`src/rtl/fwd_hazard_unit.sv`:
```
// Operand forwarding selects, load-use / multi-cycle / WAW stall detection,
// a multi-cycle result scoreboard and a saturating stall-cycle counter.
module fwd_hazard_unit #(
   parameter int NSRC = 2,
   parameter int AW   = 5,
   parameter int CNTW = 16
) (
   input  logic                 clk,
   input  logic                 rst_n,
   input  logic [NSRC*AW-1:0]   ifid_rs,
   input  logic [NSRC-1:0]      ifid_rs_use,
   input  logic [AW-1:0]        ifid_rd,
   input  logic                 ifid_regwr,
   input  logic [NSRC*AW-1:0]   idex_rs,
   input  logic [AW-1:0]        idex_rd,
   input  logic                 idex_regwr,
   input  logic                 idex_memrd,
   input  logic                 idex_mc,
   input  logic [AW-1:0]        exmem_rd,
   input  logic                 exmem_regwr,
   input  logic [AW-1:0]        memwb_rd,
   input  logic                 memwb_regwr,
   input  logic                 mc_done,
   input  logic [AW-1:0]        mc_done_rd,
   input  logic                 cnt_clr,
   output logic [NSRC*2-1:0]    fwd_sel,
   output logic                 stall,
   output logic                 flush_idex,
   output logic [2**AW-1:0]     sb_busy,
   output logic [CNTW-1:0]      stall_cnt
);

   logic              idex_wr_nz;
   logic              load_use;
   logic              mc_raw;
   logic              waw;
   logic [2**AW-1:0]  sb_nxt;

   assign idex_wr_nz = idex_regwr && (idex_rd != '0);

   // EX/MEM is the younger producer, so it wins over MEM/WB
   always_comb begin
      fwd_sel = '0;
      for (int i = 0; i < NSRC; i++) begin
         if (exmem_regwr && exmem_rd != '0 &&
             exmem_rd == idex_rs[i*AW +: AW])
            fwd_sel[i*2 +: 2] = 2'b10;
         else if (memwb_regwr && memwb_rd != '0 &&
                  memwb_rd == idex_rs[i*AW +: AW])
            fwd_sel[i*2 +: 2] = 2'b01;
      end
   end

   always_comb begin
      load_use = 1'b0;
      mc_raw   = 1'b0;
      for (int i = 0; i < NSRC; i++) begin
         if (ifid_rs_use[i]) begin
            if (idex_wr_nz && ifid_rs[i*AW +: AW] == idex_rd) begin
               load_use = load_use | idex_memrd;
               mc_raw   = mc_raw | idex_mc;
            end
            if (sb_busy[ifid_rs[i*AW +: AW]])
               mc_raw = 1'b1;
         end
      end
   end

   assign waw        = ifid_regwr && (ifid_rd != '0) && sb_busy[ifid_rd];
   assign stall      = load_use | mc_raw | waw;
   assign flush_idex = stall;

   // set is applied after clear so a same-cycle issue keeps the bit busy
   always_comb begin
      sb_nxt = sb_busy;
      if (mc_done)
         sb_nxt[mc_done_rd] = 1'b0;
      if (idex_mc && idex_wr_nz)
         sb_nxt[idex_rd] = 1'b1;
      sb_nxt[0] = 1'b0;
   end

   always_ff @(posedge clk or negedge rst_n) begin
      if (!rst_n)
         sb_busy <= '0;
      else
         sb_busy <= sb_nxt;
   end

   always_ff @(posedge clk or negedge rst_n) begin
      if (!rst_n)
         stall_cnt <= '0;
      else if (cnt_clr)
         stall_cnt <= '0;
      else if (stall && stall_cnt != '1)
         stall_cnt <= stall_cnt + CNTW'(1);
   end

endmodule
```
`config.mk`:
```
export PLATFORM = sky130hd
export DESIGN_NAME = fwd_hazard_unit
export DESIGN_NICKNAME = d
export VERILOG_FILES = /design/src/rtl/fwd_hazard_unit.sv
export SDC_FILE = /design/constraint.sdc
export NUM_CORES = 1
export LEC_CHECK = 0
export BUFFER_PORTS_ARGS = -buffer_cell sky130_fd_sc_hd__buf_4
export CORE_MARGIN = 3
export CORE_UTILIZATION = 56
export CTS_CLUSTER_DIAMETER = 40
export DETAILED_ROUTE_END_ITERATION = 16
export PLACE_DENSITY = 0.86
export SETUP_SLACK_MARGIN = 0.5
export SYNTH_ARGS = -nofsm -noshare
export SYNTH_HDL_FRONTEND = slang
export SYNTH_SLANG_ARGS = --single-unit
```
`constraint.sdc`:
```
create_clock -name clk -period 6.33 [get_ports clk]
set_clock_uncertainty 0.15 [all_clocks]
set_input_delay 0.3165 -clock clk [delete_from_list [all_inputs] [get_ports clk]]
set_output_delay 0.3165 -clock clk [all_outputs]
set_load 0.02 [all_outputs]
```
==> PnR_summary.wiki, run 1 <==
{| class="wikitable"
! Metric !! Value
|-
| Max-cap violations || 0
|-
| Iteration count of the initial detailed-routing pass || 5
|-
| Asr flop ratio synth || 1.000
|-
| Fill cells || 471
|-
| Antenna violations before repair || 0
|-
| Count of flip-flops with a built-in enable after synthesis || 0
|-
| Top-Level Pins || 111
|-
| Instance count after placement with tap cells included || 531
|-
| Final Total Pwr || 0.9225 mW
|-
| Std-Cell Rows || 28
|-
| Count of antenna-violating nets left after detailed routing || 0
|-
| Via count of the routed design || 3484
|-
| Global-route wire length before repair || 16.93 mm
|-
| Tot GR Track Use || 0.2879
|-
| Detailed Route Iter0 Violations || 240
|-
| Clock-pin slew of the registers on the worst-case setup and hold paths || 90 ps
|-
| Setup repair after global routing missed its margin || no
|-
| Highest ir drop seen on vdd || 0.1657 mV
|-
| Root Buffer || sky130_fd_sc_hd__clkbuf_8
|-
| Gr ovfl total || 0
|-
| Effective utilization at floorplan || 0.5934
|-
| Mapped Nets || 427
|-
| Sequential-to-total area share from yosys stat || 0.3251
|-
| Chip width || 86.37 µm
|-
| Residual DRC || 0
|-
| Type of origin of the critical path || register
|-
| Clock H-tree levels || 2
|-
| Post_cts resized || 0
|-
| Half-perimeter wire length after detailed placement || 8.125 mm
|-
| Synthesis-to-finish area growth || 23.11%
|-
| CP Class || register to output port
|-
| Vias in the first global route || 3397
|-
| WL per Instance || 19.69 µm
|-
| Post-Synthesis Cells || 369
|-
| Longest Clk Path Bufs || 2
|-
| Setup total negative slack || 0 ps
|-
| Detailed Route WL || 10.64 mm
|-
| # diodes || 0
|-
| Ratio of routed vias to standard cells || 6.452
|-
| Power per cell area || 207.2 nW/µm²
|-
| Period utilization || 0.4672
|-
| R2R Path Start || sb_busy[19]
|-
| Slew headroom || 0.5934
|-
| Critical Path Fanout Max || 20
|-
| Overall die height || 86.37 µm
|-
| Post-synthesis cell type count || 53
|-
| Data required time at the worst endpoint || 5860 ps
|-
| Area of the mapped netlist || 3617 µm²
|-
| Warnings, synthesis || 0
|-
| Primary FF master, synth || sky130_fd_sc_hd__dfrtp_1
|-
| Clock buffer count from CTS || 5
|-
| NumNets Final || 522
|-
| Maximum number of pins on one net before global-route repair || 48
|-
| Clock latency reported for the late side of the worst-skew pair || 300 ps
|-
| GP Congestion || 0.9926
|-
| LEAKAGE || 1.906 nW
|-
| Total clock sinks || 47
|-
| Data arrival time of the worst path || 2490 ps
|-
| Flop and latch count out of synthesis || 47
|-
| Critical Path End Type || output port
|-
| Number of input and output port buffers inserted || 109
|-
| Commonest non-fill, non-tap cells in the layout || sky130_fd_sc_hd__buf_4, sky130_fd_sc_hd__o21ai_0, sky130_fd_sc_hd__dfrtp_1
|-
| Reg2reg path depth || 8
|-
| Area of the core region || 6096 µm²
|-
| Slew of the pin with the lowest slew margin || 609.9 ps
|-
| Run status || finished clean
|-
| Post-route insts no fill || 540
|-
| Worst hold path class || input port to register
|-
| Proportion of layout cells with a drive suffix above 1 || 0.3376
|-
| Peak Freq || 338.1 MHz
|-
| R2R setup slack || 3630 ps
|-
| Post-synthesis area per instance || 9.803 µm²
|-
| Final worst path period need || 2957 ps
|-
| TritonCTS clock tree || built
|-
| Launching element of the worst setup path || sb_busy[19]
|-
| Capturing point of the worst reg2reg path || stall_cnt[12]
|-
| Max-slew violation count || 0
|-
| Full die area || 7460 µm²
|-
| Final number of setup-violating endpoints || 0
|-
| Most common library cell in the layout ignoring fill and taps || sky130_fd_sc_hd__buf_4
|-
| Capture point of the worst path || stall
|-
| Final hold violation count || 0
|}
[per-stage QoR]
step	instance area, µm²	util	hold slack [ps]	worst slack, ps
after global routing	4453	0.7305	216.9	3235
after detailed placement	4358	0.7149	222.0	3539
final	4453	0.7305	199.1	3373
after floorplan	3617	-	-129.1	3726
after CTS	4453	0.7305	193.6	3401
after global placement	4358	0.7149	212.9	3582
[cells by family (layout without fill, tap and decap cells)]
group / Yosys count / in the layout / synth area share
fa+ha+maj: 1 / 1 / 0.003458
mux: 43 / 43 / 0.1885
xor+xnor: 30 / 30 / 0.07264
buf+inv: 28 / 124 / 0.05361
flops: 47 / 47 / 0.3251
compound gates: 101 / 101 / 0.1622
simple gates: 118 / 118 / 0.1934
other cells: 1 / 1 / 0.001037
[worst min path at each step]
| stage | from | to | depth (start not counted) |
|---|---|---|---|
| after floorplan | rst_n | sb_busy[10] | 0 |
| after global placement | rst_n | stall_cnt[4] | 1 |
| after detailed placement | rst_n | stall_cnt[4] | 1 |
| after CTS | cnt_clr | stall_cnt[3] | 2 |
| after global routing | cnt_clr | stall_cnt[3] | 2 |
| final | cnt_clr | stall_cnt[3] | 2 |
[metal layers]
metal | track usage | up-vias | routed length (µm)
met5 | 0 | - | 0
met2 | 0.4687 | 204 | 5114
met4 | 0.08499 | 0 | 259
met3 | 0.07224 | 24 | 1038
met1 | 0.3812 | 1659 | 4222
li1 | - | 1597 | -
[critical path, cell delays in order (launching register included)]
cell and delay (ps):
sky130_fd_sc_hd__dfrtp_1 470, sky130_fd_sc_hd__mux4_1 520, sky130_fd_sc_hd__a221oi_1 270, sky130_fd_sc_hd__o21ai_1 110, sky130_fd_sc_hd__o221ai_1 180, sky130_fd_sc_hd__and4_4 380
sky130_fd_sc_hd__inv_2 100, sky130_fd_sc_hd__buf_4 170
[registers in the layout, summed over array words and instances, names as in the netlist]
signal and count:
sb_busy 31, stall_cnt 16
[area by class of cell]
type                       count  area [µm²]  share of cell area
clock buffer                   6       72.57             0.01630
sequential                    47        1176              0.2641
multi-input combinational    294        2247              0.5046
timing repair buffer         110       828.3              0.1860
tap                           75       93.84             0.02107
inverter                       6       22.52            0.005058
clock inverter                 2       12.51            0.002810
[synth_stat cells, drive strengths merged (2+ instances only)]
library cell	number	area, µm²
o21ai	73	365.4
dfrtp	47	1176
nor2	18	67.56
mux4	17	401.6
mux2	16	180.2
xnor2	15	131.4
xor2	15	131.4
nand3	14	70.07
nand2	13	48.80
buf	12	83.82
nand3b	12	90.09
nor2b	11	68.82
clkbuf	10	87.59
mux2i	10	100.1
nor4	9	56.30
a21oi	8	40.04
or4	7	52.55
inv	6	22.52
nand4	5	31.28
o31ai	5	37.54
or3	5	31.28
or3b	5	43.79
nor3	4	20.02
and3	3	20.02
and4	3	28.78
o22ai	3	18.77
and2	2	13.77
nand2b	2	12.51
nand4b	2	17.52
nor4b	2	17.52
o2111ai	2	17.52
[timing repair]
| action | 4_1_cts | 5_1_grt |
|---|---|---|
| hold buffers | 1 | 0 |
| setup buffers | 0 | 0 |
| endpoints found under the setup margin | 0 | 0 |
| hold endpoints to repair | 47 | 0 |
[power by group]
group          total [mW]  internal, mW  switching (mW)
clock network       0.179        0.0774           0.102
registers           0.403         0.338          0.0652
logic               0.340         0.164           0.176
Note: power is estimated with default switching activity, not from simulation.
==> inputs of run 2 (changes only) <==
ABC_AREA = 1   (was unset)
CORE_UTILIZATION = 54   (was 56)
PLACE_DENSITY = 0.82   (was 0.86)
clock period = 3.1 ns   (was 6.33 ns; I/O delays follow)
==> PnR_summary.wiki, run 2 <==
{| class="wikitable"
! Metric !! Value
|-
| Primary FF master, synth || sky130_fd_sc_hd__dfrtp_1 (unchanged)
|-
| Gr ovfl total || 0 (unchanged)
|-
| Minimum setup slack in the final design || 811.4 ps (was 3373 ps)
|-
| Global-route wire length before repair || 21.13 mm (was 16.93 mm)
|-
| Final hold slack || 63.01 ps (was 199.1 ps)
|-
| Slew of the pin with the lowest slew margin || 1133 ps (was 609.9 ps)
|-
| Synthesis-to-finish area growth || 21.05% (was 23.11%)
|-
| NumNets Final || 760 (was 522)
|-
| Data arrival time of the worst path || 1980 ps (was 2490 ps)
|-
| Clock latency reported for the late side of the worst-skew pair || 300 ps (about the same)
|-
| Final number of setup-violating endpoints || 0 (unchanged)
|-
| LEAKAGE || 2.507 nW (was 1.906 nW)
|-
| Post-synthesis cell type count || 35 (was 53)
|-
| Effective utilization at floorplan || 0.5601 (was 0.5934)
|-
| Detailed Route Iter0 Violations || 537 (was 240)
|-
| Clock H-tree levels || 2 (unchanged)
|-
| Post-synthesis area per instance || 6.739 µm² (was 9.803 µm²)
|-
| Library cell contributing the largest single delay on the critical path || sky130_fd_sc_hd__dfrtp_1 (was sky130_fd_sc_hd__mux4_1)
|-
| Data required time at the worst endpoint || 2790 ps (was 5860 ps)
|-
| Top-Level Pins || 111 (unchanged)
|-
| Flop and latch count out of synthesis || 47 (unchanged)
|-
| Std-Cell Rows || 31 (was 28)
|-
| Sequential-to-total area share from yosys stat || 0.2880 (was 0.3251)
|-
| Vias in the first global route || 4084 (was 3397)
|-
| Registers with the most flip-flops || sb_busy (31), stall_cnt (16) (unchanged)
|-
| Full die area || 8642 µm² (was 7460 µm²)
|-
| Commonest non-fill, non-tap cells in the layout || sky130_fd_sc_hd__nand2_1, sky130_fd_sc_hd__buf_4, sky130_fd_sc_hd__nand3_1 (was sky130_fd_sc_hd__buf_4, sky130_fd_sc_hd__o21ai_0, sky130_fd_sc_hd__dfrtp_1)
|-
| Post-route insts no fill || 802 (was 540)
|-
| Worst hold path class || input port to register (unchanged)
|-
| Highest cell delay on the worst timing path || 400 ps (was 520 ps)
|-
| Type of origin of the critical path || register (unchanged)
|-
| Chain of cells forming the critical path || inv_1 -> nand2_1 -> nand3_1 -> nand2_1 -> nand2_1 -> nand2_1 -> nor2_1 -> nand2_1 -> nand3_1 -> nand2_2 -> nor2_4 -> nand2_4 -> buf_4 (was mux4_1 -> a221oi_1 -> o21ai_1 -> o221ai_1 -> and4_4 -> inv_2 -> buf_4)
|-
| Detailed Route WL || 13.17 mm (was 10.64 mm)
|-
| Clock-pin slew of the registers on the worst-case setup and hold paths || 80 ps (was 90 ps)
|-
| Flip-flop count of the largest register, all copies and words added || 31 (unchanged)
|-
| Setup slack at placement || 917.3 ps (was 3539 ps)
|-
| Ratio of routed vias to standard cells || 5.814 (was 6.452)
|-
| Buffers & Inverters on Critical Path || 2 (unchanged)
|-
| CP Class || register to output port (unchanged)
|-
| Final worst path period need || 2289 ps
|-
| Instance count after placement with tap cells included || 793 (was 531)
|-
| Most common library cell in the layout ignoring fill and taps || sky130_fd_sc_hd__nand2_1 (was sky130_fd_sc_hd__buf_4)
|-
| Area of the core region || 7292 µm² (was 6096 µm²)
|-
| Total clock sinks || 47 (unchanged)
|-
| Overall die height || 92.97 µm (was 86.37 µm)
|-
| # diodes || 0 (unchanged)
|-
| Family with the most delay on the worst path || simple AND/OR/NAND/NOR gates (was compound AO/OA/AOI/OAI gates)
|-
| Clock buffer count from CTS || 5 (unchanged)
|-
| Power per cell area || 402.2 nW/µm² (was 207.2 nW/µm²)
|-
| Cell area after placement || 4833 µm² (was 4358 µm²)
|-
| Number of input and output port buffers inserted || 109 (unchanged)
|-
| Setup repair after global routing missed its margin || no (unchanged)
|-
| GP Congestion || 0.9762 (was 0.9926)
|-
| Critical Path End Type || output port (unchanged)
|-
| Longest Clk Path Bufs || 2 (unchanged)
|-
| Antenna violations before repair || 0 (unchanged)
|-
| WL per Instance || 16.43 µm (was 19.69 µm)
|-
| Count of antenna-violating nets left after detailed routing || 0 (unchanged)
|-
| Post-synthesis cell type with the largest combined area || sky130_fd_sc_hd__dfrtp_1 (unchanged)
|-
| Slew headroom || 0.2440 (was 0.5934)
|-
| Asr flop ratio synth || 1.000 (unchanged)
|-
| Tot GR Track Use || 0.3039 (was 0.2879)
|-
| Register cell area after layout || 1176 µm² (unchanged)
|-
| Maximum number of pins on one net before global-route repair || 48 (unchanged)
|-
| Multi-input combinational cell area || 2412 µm² (was 2247 µm²)
|-
| Proportion of layout cells with a drive suffix above 1 || 0.2276 (was 0.3376)
|-
| TritonCTS clock tree || built (unchanged)
|-
| Setup total negative slack || 0 ps (unchanged)
|-
| Post-route cell area || 4943 µm² (was 4453 µm²)
|-
| Peak Freq || 437.0 MHz
|-
| Run status || finished clean (unchanged)
|-
| Iteration count of the initial detailed-routing pass || 5 (unchanged)
|-
| Max-slew violation count || 0 (unchanged)
|-
| Critical Path Fanout Max || 19 (was 20)
|-
| Via count of the routed design || 4663 (was 3484)
|-
| Residual DRC || 0 (unchanged)
|-
| Warnings, synthesis || 0 (unchanged)
|-
| Fill cells || 680 (was 471)
|-
| Root Buffer || sky130_fd_sc_hd__clkbuf_8 (unchanged)
|-
| Max-cap violations || 0 (unchanged)
|-
| Area of the mapped netlist || 4084 µm² (was 3617 µm²)
|-
| Half-perimeter wire length after detailed placement || 10.04 mm (was 8.125 mm)
|-
| Number of buffers inserted to repair setup after CTS || 0 (unchanged)
|-
| Cell types occupying the most area after synthesis || sky130_fd_sc_hd__dfrtp_1, sky130_fd_sc_hd__nand3_1, sky130_fd_sc_hd__nand2_1 (was sky130_fd_sc_hd__dfrtp_1, sky130_fd_sc_hd__o21ai_0, sky130_fd_sc_hd__mux4_2)
|-
| Cell with the most instances after synthesis || sky130_fd_sc_hd__nand2_1 (was sky130_fd_sc_hd__o21ai_0)
|-
| Period utilization || 0.7382
|-
| Mapped Nets || 664 (was 427)
|-
| Final hold violation count || 0 (unchanged)
|-
| Post-Synthesis Cells || 606 (was 369)
|-
| Proportion of netlist area held by the largest area contributor || 0.2880 (was 0.3251)
|-
| Chip width || 92.97 µm (was 86.37 µm)
|-
| Cell seen most often among critical-path stages || sky130_fd_sc_hd__nand2_1
|-
| Top cells by instance count after synthesis || sky130_fd_sc_hd__nand2_1, sky130_fd_sc_hd__nand3_1, sky130_fd_sc_hd__inv_1 (was sky130_fd_sc_hd__o21ai_0, sky130_fd_sc_hd__dfrtp_1, sky130_fd_sc_hd__nor2_1)
|-
| Count of flip-flops with a built-in enable after synthesis || 0 (unchanged)
|-
| Most flop-heavy register || sb_busy (unchanged)
|-
| Highest ir drop seen on vdd || 0.3101 mV (was 0.1657 mV)
|}
==> run 2: stage by stage <==
step | util | power, mW
floorplan | - | 1.239
CTS | 0.6779 | 1.976
global route | 0.6779 | 2.096
detailed placement | 0.6628 | 1.573
global placement | 0.6628 | 1.557
finish | 0.6779 | 1.988
==> run 2: where the power goes <==
part / switching (mW) / total (mW) / leakage [nW] / internal (mW)
clock network: 0.202 / 0.406 / 0.0515 / 0.204
logic: 0.497 / 0.791 / 1.83 / 0.294
registers: 0.100 / 0.792 / 0.625 / 0.691
==> run 2: final cells by class <==
class / count / share of cell area
inverter: 80 / 0.06125
sequential: 47 / 0.2379
tap: 99 / 0.02506
multi-input combinational: 458 / 0.4880
timing repair buffer: 110 / 0.1676
clock buffer: 8 / 0.02025
==> run 2: tightest hold or removal path: stages <==
cell and delay [ps]:
sky130_fd_sc_hd__buf_4 120, sky130_fd_sc_hd__nand2_4 110, sky130_fd_sc_hd__o21ai_0 80
==> run 2: what timing repair did <==
item	in CTS	in global routing
hold endpoints to repair	47	0
hold buffers	1	0
gates resized for setup	0	0
==> run 2: metal layers <==
| metal | GRT usage | wire [µm] | share of wire | vias up |
|---|---|---|---|---|
| li1 | - | - | - | 2193 |
| met1 | 0.4578 | 5460 | 0.41 | 2133 |
| met3 | 0.05037 | 1673 | 0.13 | 17 |
| met2 | 0.4565 | 5891 | 0.45 | 320 |
| met5 | 0 | 0 | 0 | - |
| met4 | 0.06471 | 148 | 0.011 | 0 |
==> run 2: logic make-up after synthesis <==
group,synth area share
AO/OA/AOI/OAI,0.1164
buffers and inverters,0.1213
adder cells (fa/ha/maj),0.003063
XOR/XNOR,0.07935
AND/OR/NAND/NOR,0.3909
other,0.0009182
flip-flops,0.2880
==> run 2: worst paths after layout <==
| path | from | slack, ps | depth (start not counted) | endpoint |
|---|---|---|---|---|
| setup / recovery | sb_busy[7] | 810 | 13 | stall |
| hold / removal | idex_mc | 60 | 3 | sb_busy[28] |
| setup reg to reg | stall_cnt[0] | 830 | 7 | stall_cnt[8] |
| hold reg to reg | sb_busy[2] | 390 | 2 | sb_busy[2] |
| max in group asynchronous | rst_n | 2150 | 2 | sb_busy[2] |
| min in group asynchronous | rst_n | 230 | 2 | stall_cnt[13] |
